## src/rtl/irq_ctrl.sv

```systemverilog
// Memory-mapped interrupt controller: synchronises and edge-detects up to eight sources and
// sequences one fixed-priority request at a time through request, vector-read acknowledge and EOI.
module irq_ctrl #(
    parameter int          N_SRC     = 8,
    parameter logic [7:0]  BASE_ADDR = 8'h10
) (
    input  logic             clk_ip,
    input  logic             reset_ip,
    input  logic [N_SRC-1:0] src_ip,
    input  logic [7:0]       addr_ip,
    input  logic [7:0]       data_ip,
    input  logic             wr_en_ip,
    input  logic             rd_en_ip,
    output logic [7:0]       data_op,
    output logic             sel_op,
    output logic             irq_op
);

    typedef enum logic [1:0] {
        IDLE   = 2'd0,
        REQ    = 2'd1,
        ACTIVE = 2'd2
    } state_t;

    localparam logic [2:0] OFF_IE   = 3'd0;
    localparam logic [2:0] OFF_IP   = 3'd1;
    localparam logic [2:0] OFF_VEC  = 3'd2;
    localparam logic [2:0] OFF_CTRL = 3'd3;
    localparam logic [2:0] OFF_EOI  = 3'd4;

    state_t           state_reg, state_next;
    logic [N_SRC-1:0] s1_reg, s2_reg, s3_reg;
    logic [N_SRC-1:0] ie_reg, ip_reg, ip_next;
    logic             gie_reg;
    logic             irq_reg;

    logic [8:0]       off_wide;
    logic [2:0]       off;
    logic [N_SRC-1:0] edge_det;
    logic [N_SRC-1:0] pend;
    logic [N_SRC-1:0] clr_mask, ack_mask;
    logic [2:0]       idx;
    logic             req, ack, eoi;
    logic             wr_ie, wr_ip, wr_ctrl;
    logic [7:0]       ie_pad, ip_pad, vec;

    // Addresses below BASE_ADDR wrap into bit 8, so a single upper-bound compare decodes the window.
    assign off_wide = {1'b0, addr_ip} - {1'b0, BASE_ADDR};
    assign sel_op   = (off_wide <= 9'd4);
    assign off      = off_wide[2:0];

    assign wr_ie   = wr_en_ip && sel_op && (off == OFF_IE);
    assign wr_ip   = wr_en_ip && sel_op && (off == OFF_IP);
    assign wr_ctrl = wr_en_ip && sel_op && (off == OFF_CTRL);
    assign eoi     = wr_en_ip && sel_op && (off == OFF_EOI);

    generate
        for (genvar gi = 0; gi < N_SRC; gi++) begin : g_src
            assign edge_det[gi] = s2_reg[gi] & ~s3_reg[gi];
            assign clr_mask[gi] = wr_ip & data_ip[gi];
            assign ack_mask[gi] = ack && (idx == 3'(gi));
        end
    endgenerate

    assign pend = ip_reg & ie_reg;

    // Highest index first so the lowest set bit wins.
    always_comb begin
        idx = 3'd0;
        for (int i = N_SRC - 1; i >= 0; i--) begin
            if (pend[i]) begin
                idx = 3'(i);
            end
        end
    end

    assign req = (|pend) & gie_reg;
    assign ack = (state_reg == REQ) && rd_en_ip && sel_op && (off == OFF_VEC) && req;
    assign vec = req ? {1'b1, 4'b0000, idx} : 8'h00;

    // A new edge wins over both software clear and acknowledge clear.
    assign ip_next = (ip_reg & ~clr_mask & ~ack_mask) | edge_det;

    always_comb begin
        state_next = state_reg;
        case (state_reg)
            IDLE: begin
                if (req) begin
                    state_next = REQ;
                end
            end
            REQ: begin
                if (ack) begin
                    state_next = ACTIVE;
                end else if (!req) begin
                    state_next = IDLE;
                end
            end
            ACTIVE: begin
                if (eoi) begin
                    state_next = IDLE;
                end
            end
            default: state_next = IDLE;
        endcase
    end

    always_ff @(posedge clk_ip or posedge reset_ip) begin
        if (reset_ip) begin
            s1_reg    <= '0;
            s2_reg    <= '0;
            s3_reg    <= '0;
            ie_reg    <= '0;
            ip_reg    <= '0;
            gie_reg   <= 1'b0;
            state_reg <= IDLE;
            irq_reg   <= 1'b0;
        end else begin
            s1_reg    <= src_ip;
            s2_reg    <= s1_reg;
            s3_reg    <= s2_reg;
            ip_reg    <= ip_next;
            state_reg <= state_next;
            irq_reg   <= (state_next == REQ);
            if (wr_ie) begin
                ie_reg <= data_ip[N_SRC-1:0];
            end
            if (wr_ctrl) begin
                gie_reg <= data_ip[0];
            end
        end
    end

    assign irq_op = irq_reg;

    always_comb begin
        ie_pad = 8'h00;
        ip_pad = 8'h00;
        ie_pad[N_SRC-1:0] = ie_reg;
        ip_pad[N_SRC-1:0] = ip_reg;
    end

    always_comb begin
        data_op = 8'h00;
        if (sel_op) begin
            case (off)
                OFF_IE:   data_op = ie_pad;
                OFF_IP:   data_op = ip_pad;
                OFF_VEC:  data_op = vec;
                OFF_CTRL: data_op = {6'b000000, (state_reg == ACTIVE), gie_reg};
                default:  data_op = 8'h00;
            endcase
        end
    end

endmodule

```

## config.mk

```make
export PLATFORM = sky130hd
export DESIGN_NAME = irq_ctrl
export DESIGN_NICKNAME = d
export VERILOG_FILES = /design/src/rtl/irq_ctrl.sv
export SDC_FILE = /design/constraint.sdc
export NUM_CORES = 1
export LEC_CHECK = 0
export BUFFER_PORTS_ARGS = -buffer_cell sky130_fd_sc_hd__clkbuf_2
export CORE_MARGIN = 2
export CORE_UTILIZATION = 45
export DETAILED_ROUTE_END_ITERATION = 7
export HOLD_SLACK_MARGIN = 0.02
export PLACE_DENSITY_LB_ADDON = 0.15
export SYNTH_ARGS = -nofsm -noshare
export SYNTH_HDL_FRONTEND = slang
export SYNTH_SLANG_ARGS = --single-unit
```

## constraint.sdc

```tcl
create_clock -name clk_ip -period 2.15 [get_ports clk_ip]
set_input_delay 0.215 -clock clk_ip [delete_from_list [all_inputs] [get_ports clk_ip]]
set_output_delay 0.215 -clock clk_ip [all_outputs]
set_load 0.05 [all_outputs]
```

==> results of run 1 <==
[how the worst max path moves through the flow]
stage          cells past startpoint                start                    end  slack (ps)
2_1_floorplan                      8           addr_ip[5]  ie_pad[0]$_DFFE_PP0P_           1
3_3_place_gp                       9           addr_ip[4]  ie_pad[4]$_DFFE_PP0P_        -100
3_5_place_dp                       9           addr_ip[4]  ie_pad[5]$_DFFE_PP0P_        -140
4_1_cts                            6  ip_pad[0]$_DFF_PP0_             data_op[0]          40
5_1_grt                           10           addr_ip[4]    gie_reg$_DFFE_PP0P_           5
6_report                           6  ip_pad[6]$_DFF_PP0_             data_op[0]          90
[stage by stage]
stage | util | hold WS [ps] | power [uW] | setup TNS, ps | worst slack, ps
after floorplan | - | 246 | 1030 | 0 | 0.995
after global placement | 0.555 | 74.5 | 1120 | -885 | -100
after detailed placement | 0.555 | 81.1 | 1120 | -1320 | -136
after CTS | 0.603 | 151 | 1810 | 0 | 37.1
after global routing | 0.608 | 147 | 1880 | 0 | 5.42
final | 0.608 | 154 | 1800 | 0 | 90.9
[cell usage in the layout, fill, tap and decap left out, drive strengths merged, types with 8 or more instances in the layout]
cell type and instances:
dlygate4sd3 9, nand2b 14, nand2 15, inv 8, clkbuf 43, dfrtp 44, o31ai 9, nor2 14
mux2 11, buf 17
[power by group]
group	internal (uW)	total (uW)	leakage, uW	switching, uW
Sequential	860	880	0.000514	19.3
Combinational	114	246	0.000667	132
Clock	380	669	0.0000614	289
[metal layers]
layer / vias up / GRT usage / wire [um]
li1: 818 / - / -
met1: 858 / 0.280 / 2130
met2: 61 / 0.349 / 2500
met3: 12 / 0.0500 / 263
met4: 0 / 0.0755 / 88
met5: - / 0 / 0
[critical path: cells and delay by family (launching register included)]
family	cells	cell delay [ps]
compound gates	3	710
flops	1	410
buf+inv	1	240
simple gates	2	200
[timing repair]
action,in CTS,in global routing
setup endpoints to repair,3,3
endpoints found under the hold margin,12,0
hold buffers,9,0
resized for setup,2,6
[kinds of logic (layout without fill, tap and decap cells)]
logic type      count (synthesis)  in the layout  share of synthesized area
mux                            17             17                      0.102
buf+inv                        13             80                     0.0269
compound gates                 42             42                      0.144
fa+ha+maj                       2              2                     0.0120
flops                          44             44                      0.527
simple gates                   70             70                      0.188
[area by class of cell]
type,count,area (sq um)
clock inverters,2,38.8
inverters,9,33.8
fillers,386,1730
well taps,52,65.1
multi-input cells,131,956
repair buffers,63,405
clock buffers,6,82.6
flip-flops and latches,44,1100
==> out/results.ini, run 1 <==
[outcome]
status = complete, no violations

[die]
io_pins = 38
die-height_um = 72.1
rows = 24
die_w_um = 72.1
dieArea_sq_um = 5200
core_sq_um = 4410
start_util = 0.473

[clocking]
cts_tree = built
htree_levels = 2
clockBufferDepth = 2
clk_latency_ps = 300
cts_buffers = 5
root_buffer = clkbuf_8
cts_setup_buffers = 0
cts.clk_slew.worst_paths_ps = 90
cts_num_sinks = 44

[sta]
fmax_mhz = 486
final_hold_viol_count = 0
fin_worst_skew_ps = 8.53
worst_pin_slew_ps = 329
slew_viol_final = 0
fin_crit_sh = 0.958
rsz0062_at_grt = no
min_period_ps = 2060
relSlewSlack = 0.780
setup_viol = 0

[cells_and_area]
instances_no_fill = 307
fin_nets = 284
syn2layout_area_growth_pct = 28.4
final_layout_size_suffix_gt1_frac = 0.325
final_area_sq_um = 2680
insertedDiodeCount = 0

[worst_setup_path]
reg2reg_to = ip_pad[1]$_DFF_PP0_
r2r-start = gie_reg$_DFFE_PP0P_
reg2reg_depth = 6
critPathCaptureType = primary output
crit_fanout = 5
required_ps = 1930
start_kind = register
crit_chain = nand2_1 > a32o_1 > a211o_1 > nand2b_1 > a21oi_2 > clkbuf_2
max_stage_delay_ps = 410
crit_arrival_ps = 1840
worstSetupPathType = register to primary output
slowest_stage = dfrtp_1
reg2reg_slack_ps = 190

[placement]
hpwlAfterDp_um = 3670
placed_cell_area_sq_um = 2450
port_buffers = 37
gp_congestion = 0.847
placedCellCount = 290

[grt]
grt_usage = 0.214
grt_pass1_vias = 1844
grt_overflow_total = 0
antenna_found_initial = 0
grt_max_degree = 21
grt_pass1_wl_um = 8630

[logic_synthesis]
yosys_warnings = 0
yosysTopAreaCell = dfrtp_1
synth_area_leaders = dfrtp_1 (53%), mux2_4 (5.7%), nand2b_1 (4.2%), mux2i_1 (2.9%), o31ai_1 (2.9%)
ys_seq_area_frac = 0.527
ys.flop_type = dfrtp_1
synthTopCellsByCount = dfrtp_1 (44), nand2_1 (14), nand2b_1 (14), nor2_1 (14), inv_1 (9)
yosysMostFrequentCell = dfrtp_1
syn_avg_cell_area_sq_um = 11.1
syn-num-nets = 218
ys_ff_latch = 44
synth.distinct_cells = 43
synthArstFlopShare = 1.00
synth_edf_count = 0
synth_top_area_share = 0.527
syn_inst = 188
netlist_area_sq_um = 2090

[detailed_routing]
dr.pass1.iters = 4
via_count = 1749
ant_nets = 0
totalWireLength_um = 4970
drt_iter0_markers = 128
wl_per_cell_um = 16.2
route.detailed.drc = 0
routed_via_density = 5.70

[job]
max-cap-violations = 0

[min_path]
hold_class = primary input to register
hp-start = data_ip[1]
hold_depth = 2
whs_endpoint = ie_pad[1]$_DFFE_PP0P_

[power]
power.density_nw_per_um2 = 669
static-leakage-power_uw = 0.00124
ir_worst_vdd_mv = 0.428

Note: power is estimated with default switching activity, not from simulation.
==> run 2: changes to the inputs <==
PLACE_DENSITY = 0.67   (was not set)
PLACE_DENSITY_LB_ADDON = not set   (was 0.15)
==> run 2 against run 1 <==
Die area unchanged. First-iteration DRC count down 26%. Register-to-register slack better by 110 ps. Count of clock-buffer cells in the layout unchanged. Combinational power down 2%. Hold slack better by 10 ps. Setup slack worse by 2.0 ps. Sequential cell count unchanged. Final area down 1.5%. Critical path type unchanged. Largest power group unchanged.
==> out/results.ini, run 2 (synthesized netlist as in run 1, its figures left out) <==
[outcome]
status = complete, no violations

[sta]
fin_worst_skew_ps = 5.15
fmax_mhz = 485
worst_pin_slew_ps = 342
relSlewSlack = 0.771
rsz0062_at_grt = no
min_period_ps = 2060
slew_viol_final = 0
fin_crit_sh = 0.959
setup_viol = 0
final.setup.worst_slack_ps = 88.9
fin_tns_setup_ps = 0
final_hold_viol_count = 0

[worst_setup_path]
critPathCaptureType = primary output
required_ps = 1930
crit_arrival_ps = 1850
worstSetupPathType = register to primary output
start_kind = register
crit_fanout = 5

[die]
start_util = 0.473
die-height_um = 72.1
rows = 24
die_w_um = 72.1
dieArea_sq_um = 5200
core_sq_um = 4410
io_pins = 38

[detailed_routing]
ant_nets = 0
routed_via_density = 5.58
route.detailed.drc = 0
via_count = 1709
drt_iter0_markers = 95
dr.pass1.iters = 4
wl_per_cell_um = 15.2
totalWireLength_um = 4640

[clocking]
cts_setup_buffers = 0
cts_tree = built
htree_levels = 2
cts.clk_slew.worst_paths_ps = 80
cts_num_sinks = 44
clk_latency_ps = 300
root_buffer = clkbuf_8
cts_buffers = 5
clockBufferDepth = 2

[grt]
antenna_found_initial = 0
grt_max_degree = 26
grt_pass1_wl_um = 7790
grt_overflow_total = 0
grt_usage = 0.196
grt_pass1_vias = 1709

[cells_and_area]
multi_input_area_sq_um = 950
insertedDiodeCount = 0
ff_latch_area_sq_um = 1100
final_layout_size_suffix_gt1_frac = 0.315
nFillCells = 365
syn2layout_area_growth_pct = 26.5
final_common_cell = dfrtp_1
mostFrequentLayoutCells = dfrtp_1 (44), clkbuf_2 (36), buf_4 (16)
fin_nets = 283

[power]
ir_worst_vdd_mv = 0.486
total_power_uw = 1670
static-leakage-power_uw = 0.00123
power.density_nw_per_um2 = 630

[placement]
port_buffers = 37
place_ws_ps = -114
hpwlAfterDp_um = 3520
gp_congestion = 0.863

[job]
max-cap-violations = 0

[min_path]
hold_class = primary input to register

## run 2: power breakdown
| part | internal [uW] | total, uW | switching (uW) |
|---|---|---|---|
| Sequential | 860 | 880 | 19.6 |
| Clock | 263 | 543 | 281 |
| Combinational | 114 | 242 | 129 |
| Total | 1240 | 1670 | 429 |
## run 2: cell type report
| class | count | share of cell area |
|---|---|---|
| clock buffers | 6 | 0.0312 |
| clock inverters | 2 | 0.00521 |
| multi-input cells | 131 | 0.359 |
| flip-flops and latches | 44 | 0.416 |
| repair buffers | 62 | 0.150 |
| inverters | 9 | 0.0128 |
| well taps | 52 | 0.0246 |
## run 2: final timing paths
kind	from	endpoint	slack [ps]	cells past startpoint
worst max-delay path	ie_pad[6]$_DFFE_PP0P_	data_op[0]	90	6
worst max register to register	gie_reg$_DFFE_PP0P_	ip_pad[1]$_DFF_PP0_	300	6
worst min register to register	s1_reg[4]$_DFF_PP0_	s2_reg[4]$_DFF_PP0_	350	0
worst min-delay path	data_ip[7]	ie_pad[7]$_DFFE_PP0P_	160	2
min in group asynchronous	reset_ip	s1_reg[7]$_DFF_PP0_	470	4
max in group asynchronous	reset_ip	ip_pad[0]$_DFF_PP0_	1420	4
## run 2: worst max-delay path, cell delays in order, from the launching register on
cell and delay (ps):
dfrtp_1 420, nand2_1 80, a32o_1 290, a211o_1 350, nand2b_1 120, a21oi_2 60, clkbuf_2 240
## run 2: repair_timing
| item | CTS | global route |
|---|---|---|
| endpoints found under the setup margin | 3 | 3 |
| hold buffers | 9 | 0 |
| gates resized for setup | 1 | 6 |
| pin swaps | 0 | 0 |
| hold endpoints to repair | 52 | 0 |
## run 2: per-layer routing
metal | up-vias | track usage | part of all wire
li1 | 816 | - | -
met1 | 852 | 0.268 | 0.46
met2 | 37 | 0.317 | 0.49
met3 | 4 | 0.0417 | 0.044
met4 | 0 | 0.0566 | 0.0056
met5 | - | 0 | 0
## run 2: metrics by stage
step / utilization / std cells / instance area (sq um) / hold slack, ps
detailed placement: 0.553 / 289 / 2440 / 244
CTS: 0.595 / 306 / 2630 / 154
global placement: 0.553 / 289 / 2440 / 236
floorplan: - / 188 / 2090 / 246
finish: 0.599 / 306 / 2640 / 164
global route: 0.599 / 306 / 2640 / 158
